`src/rtl/instr_fetch_unit_if.sv`:
```
// Instruction-memory read port: request and word address out, data and busy-wait back.
interface instr_fetch_unit_if;
    logic        read;
    logic [29:0] addr;
    logic [31:0] rdata;
    logic        busywait;

    modport master (output read, output addr, input rdata, input busywait);
    modport slave  (input read, input addr, output rdata, output busywait);
endinterface

```
`src/rtl/instr_fetch_unit.sv`:
```
// PC register and two-state fetch sequencer: fetch from a busy-wait instruction memory,
// then hold the instruction for execute until the datapath lets the PC advance.
module instr_fetch_unit #(
    parameter logic [31:0] RESET_PC = 32'h0000_0000,
    parameter int          CNT_W    = 32
) (
    input  logic                 clk,
    input  logic                 rst_n,
    input  logic [31:0]          next_pc,
    input  logic                 cpu_stall,
    output logic [31:0]          pc,
    output logic [31:0]          instruction,
    output logic                 instr_valid,
    output logic                 stall,
    instr_fetch_unit_if.master   imem,
    output logic                 align_err,
    output logic [CNT_W-1:0]     retired
);

    typedef enum logic {FETCH, EXEC} state_t;

    state_t state, state_nxt;
    logic   load_instr;
    logic   advance;

    always_comb begin
        state_nxt  = state;
        load_instr = 1'b0;
        advance    = 1'b0;
        case (state)
            FETCH: begin
                if (!imem.busywait) begin
                    load_instr = 1'b1;
                    state_nxt  = EXEC;
                end
            end
            EXEC: begin
                if (!cpu_stall) begin
                    advance   = 1'b1;
                    state_nxt = FETCH;
                end
            end
            default: state_nxt = FETCH;
        endcase
    end

    // The request is gated by reset so an aborted fetch drops immediately, without a clock edge.
    assign imem.read   = (state == FETCH) && rst_n;
    assign imem.addr   = pc[31:2];
    assign stall       = (state == FETCH);
    assign instr_valid = (state == EXEC);

    always_ff @(posedge clk or negedge rst_n) begin
        if (!rst_n) begin
            state       <= FETCH;
            pc          <= RESET_PC;
            instruction <= 32'h0000_0000;
            align_err   <= 1'b0;
            retired     <= '0;
        end else begin
            state <= state_nxt;
            if (load_instr) begin
                instruction <= imem.rdata;
            end
            if (advance) begin
                pc      <= {next_pc[31:2], 2'b00};
                retired <= retired + CNT_W'(1);
                if (next_pc[1:0] != 2'b00) begin
                    align_err <= 1'b1;
                end
            end
        end
    end

endmodule

```
`src/flat_wrapper.sv`:
```
// flat-port wrapper written by rule: the top's interface ports become plain ports
module instr_fetch_unit_flat 
#(
    parameter logic [31:0] RESET_PC = 32'h0000_0000,
    parameter int          CNT_W    = 32
)
  (clk, rst_n, next_pc, cpu_stall, pc, instruction, instr_valid, stall, align_err, retired, imem_read, imem_addr, imem_rdata, imem_busywait);
  instr_fetch_unit_if imem_i ();
  input  logic clk;
  input  logic rst_n;
  input  logic [31:0] next_pc;
  input  logic cpu_stall;
  output logic [31:0] pc;
  output logic [31:0] instruction;
  output logic instr_valid;
  output logic stall;
  output logic align_err;
  output logic [CNT_W-1:0] retired;
  output wire logic [$bits(imem_i.read)-1:0] imem_read;
  output wire logic [$bits(imem_i.addr)-1:0] imem_addr;
  input wire logic [$bits(imem_i.rdata)-1:0] imem_rdata;
  input wire logic [$bits(imem_i.busywait)-1:0] imem_busywait;
  assign imem_read = imem_i.read;
  assign imem_addr = imem_i.addr;
  assign imem_i.rdata = imem_rdata;
  assign imem_i.busywait = imem_busywait;
  instr_fetch_unit #(.RESET_PC(RESET_PC), .CNT_W(CNT_W)) u_core (.clk(clk), .rst_n(rst_n), .next_pc(next_pc), .cpu_stall(cpu_stall), .pc(pc), .instruction(instruction), .instr_valid(instr_valid), .stall(stall), .imem(imem_i), .align_err(align_err), .retired(retired));
endmodule
```
`config.mk`:
```
export PLATFORM = sky130hd
export DESIGN_NAME = instr_fetch_unit_flat
export DESIGN_NICKNAME = d
export VERILOG_FILES = /design/src/rtl/instr_fetch_unit_if.sv /design/src/rtl/instr_fetch_unit.sv /design/src/flat_wrapper.sv
export SDC_FILE = /design/constraint.sdc
export NUM_CORES = 1
export LEC_CHECK = 0
export ABC_AREA = 0
export CORE_MARGIN = 4
export CORE_UTILIZATION = 55
export CTS_CLUSTER_DIAMETER = 50
export DETAILED_ROUTE_END_ITERATION = 16
export DONT_BUFFER_PORTS = 1
export GPL_ROUTABILITY_DRIVEN = 0
export GPL_TIMING_DRIVEN = 0
export PLACE_DENSITY = 0.79
export SETUP_SLACK_MARGIN = 0.05
export SLEW_MARGIN = 20
export SYNTH_ARGS = -nofsm -noshare
export SYNTH_HDL_FRONTEND = slang
export SYNTH_SLANG_ARGS = --single-unit
```
`constraint.sdc`:
```
create_clock -name clk -period 1.8 [get_ports clk]
set_clock_uncertainty 0.1 [all_clocks]
set_input_delay 0.36 -clock clk [delete_from_list [all_inputs] [get_ports clk]]
set_output_delay 0.36 -clock clk [all_outputs]
set_load 0.02 [all_outputs]
```
==> results by group <==
Global route
  • Largest net degree at the start of global routing: 98
  • GRT Total Usage: 0.192
  • Global route overflow: 0
  • Initial antenna violation count: 0
  • Number of global-route vias before repair: 2449
  • First-pass GRT wire length: 12900 um

Timing
  • Hold WS: -410 ps
  • Final worst path period share: 0.988
  • Final setup margin: 21.8 ps
  • Final Setup Violations: 0
  • Final Critical Period: 1780 ps
  • Setup TNS: 0 ps
  • Max Slew Vio Count: 0
  • RSZ-0062 raised after global routing: yes
  • Hold Violations, Final: 96
  • Max frequency: 562 MHz

Detailed routing
  • DRC viols: 0
  • Vias: 2384
  • DR WL/cell: 20.0 um
  • Number of DRC markers in iteration 0: 84
  • Vias per cell: 5.58
  • Drt pass-1 iters: 4
  • Routed wire length: 8540 um
  • Final ANT Viol Nets: 0

Logic synthesis
  • Ys Warns: 0
  • Mapped Cells: 300
  • Combinational family with the most area after synthesis: multiplexers
  • Syn_area_per_cell: 13.6 sq um
  • Synth Area in Simple Gates: 0.0917
  • Post-Syn Area: 4090 sq um
  • XOR/XNOR Fraction of Synth Area: 0.0663
  • Netlist cell types: 26
  • Multiplexer area fraction after synthesis: 0.173
  • Adder-cell share of the synthesized area: 0.00306
  • Register area share after synthesis: 0.587
  • Post-synthesis compound-gate area fraction: 0.00306
  • Synth Register Bits: 96

Power and ir drop
  • Final Total Pwr: 5.81 mW
  • Leak Pwr: 2.01 nW
  • Peak supply drop: 0.629 mV
  • Pwr per Cell Area: 1270 nW/um^2

Placement
  • Placed Instances: 400
  • DP Worst Slack: -287 ps
  • Dpl hpwl: 6230 um
  • Port bufs: 0
  • Area post-placement: 4220 sq um

Hold path
  • HP Class: input port to async pin

Floorplan
  • Starting Density: 0.564
  • Core area: 7250 sq um
  • Die width: 94.3 um
  • Full die area: 8890 sq um
  • I/O pin total: 198
  • Num rows: 31
  • Die extent in y: 94.3 um

Critical path
  • CP Data Required Time: 1930 ps
  • CP Capture Type: register
  • CP startpoint kind: register
  • CP Class: register to register
  • Crit path arrival time: 1910 ps
  • Worst Path Max Fanout: 9

Layout
  • Non-Filler Instances: 427
  • Number of fill cells: 578
  • Area growth syn-to-layout: 11.7%
  • Most frequent cells in the layout: dfrtp_1, mux2_2, buf_4
  • Finished Cell Area: 4570 sq um
  • Diodes inserted: 0
  • Final core occ: 0.630
  • Nets: 392
  • Sequential cell area: 2420 sq um
  • Most common cell after layout, fill and taps aside: dfrtp_1
  • Area used by multi-input combinational logic: 1450 sq um
  • Share of cells above drive strength 1: 0.470

Clocking
  • TritonCTS clock tree: done
  • Clock latency on the worst-skew pair: 350 ps
  • # H-tree levels: 3
  • Total clock buffers created by CTS: 9
  • Clock Tree Root: clkbuf_8
  • CTS max path bufs: 2
  • # hold bufs at CTS: 1
  • Clock transition at the registers of the reported paths: 90 ps
  • CTS sink count: 96

Run status
  • Failing checks: hold timing
  • Status: complete, but fails checks

Job
  • MaxCap Viol Count: 0
==> kinds of logic (layout without fill, tap and decap cells) <==
family                     Yosys count  count (layout)
AOI/OAI and AO/OA                    2               2
xor gates and xnor gates            31              31
adders and majority gates            1               1
buffers and inverters               43              70
DFF                                 96              96
muxes                               63              63
other                                1               2
and+or+nand+nor                     63              63
==> cell type report <==
| type | count | share of cell area |
|---|---|---|
| clock buffers | 10 | 0.0279 |
| flip-flops and latches | 96 | 0.529 |
| multi-input cells | 162 | 0.318 |
| clock inverters | 6 | 0.00958 |
| inverters | 1 | 0.000821 |
| plain buffers | 42 | 0.0681 |
| well taps | 99 | 0.0271 |
| repair buffers | 11 | 0.0194 |
==> power breakdown <==
group | total [mW] | leakage [nW] | switching (mW) | internal, mW
registers | 3.53 | 1.16 | 0.955 | 2.57
logic | 1.05 | 0.758 | 0.465 | 0.584
clock network | 1.24 | 0.0866 | 0.728 | 0.508
==> flip-flops by register name, summed over array words and instances (netlist names) <==
name,cells
u_core.instruction,32
u_core.retired,32
u_core.pc,30
u_core.align_err,1
u_core.instr_valid,1
==> worst paths after layout <==
| kind | startpoint | endpoint | slack, ps | cells past startpoint |
|---|---|---|---|---|
| min reg2reg | u_core.retired[8] | u_core.retired[8] | 480 | 1 |
| max | u_core.retired[11] | u_core.retired[26] | 20 | 5 |
| min | rst_n | u_core.pc[6] | -410 | 0 |
| min in group clk | next_pc[19] | u_core.pc[19] | 50 | 1 |
| max reg2reg | u_core.retired[11] | u_core.retired[26] | 20 | 5 |
| max in group asynchronous | rst_n | u_core.retired[8] | 1810 | 0 |
==> Yosys cell counts <==
master	instances	area (sq um)
and2_1	3	18.8
conb_1	1	3.75
nand4_2	1	12.5
nand2b_1	1	6.26
nor4_4	2	42.5
xor2_1	3	26.3
mux2_2	63	709
dfrtp_1	96	2400
and2b_1	1	7.51
inv_1	1	3.75
buf_4	32	240
and3_1	4	25.0
buf_2	8	40.0
o21bai_1	1	7.51
ha_1	1	12.5
xnor2_1	28	245
nand3_1	12	60.1
buf_6	2	22.5
and4_1	2	17.5
nor3_1	3	15.0
nand4_1	14	87.6
a21oi_1	1	5.00
nand4b_1	1	8.76
or3_1	1	6.26
nand2_1	10	37.5
nor2_1	8	30.0
==> timing repair <==
item,in CTS,in global routing
setup buffers,5,3
endpoints found under the setup margin,26,42
hold endpoints to repair,97,96
pin swaps,5,4
cloned,1,1
gates resized for setup,18,12
==> worst max-delay path, stage by stage, from the launching register on <==
cell and delay, ps:
dfrtp_1 550, and3_1 200, buf_2 220, and4_1 300, nand4_1 150, xnor2_1 150
==> layer usage <==
| layer | share of wire | wire length [um] | vias up | GRT usage |
|---|---|---|---|---|
| li1 | - | - | 1044 | - |
| met1 | 0.35 | 2950 | 1206 | 0.215 |
| met2 | 0.53 | 4540 | 119 | 0.330 |
| met3 | 0.099 | 846 | 15 | 0.0617 |
| met4 | 0.024 | 201 | 0 | 0.0878 |
| met5 | 0 | 0 | - | 0 |
Power figures use the tool's default switching activity.
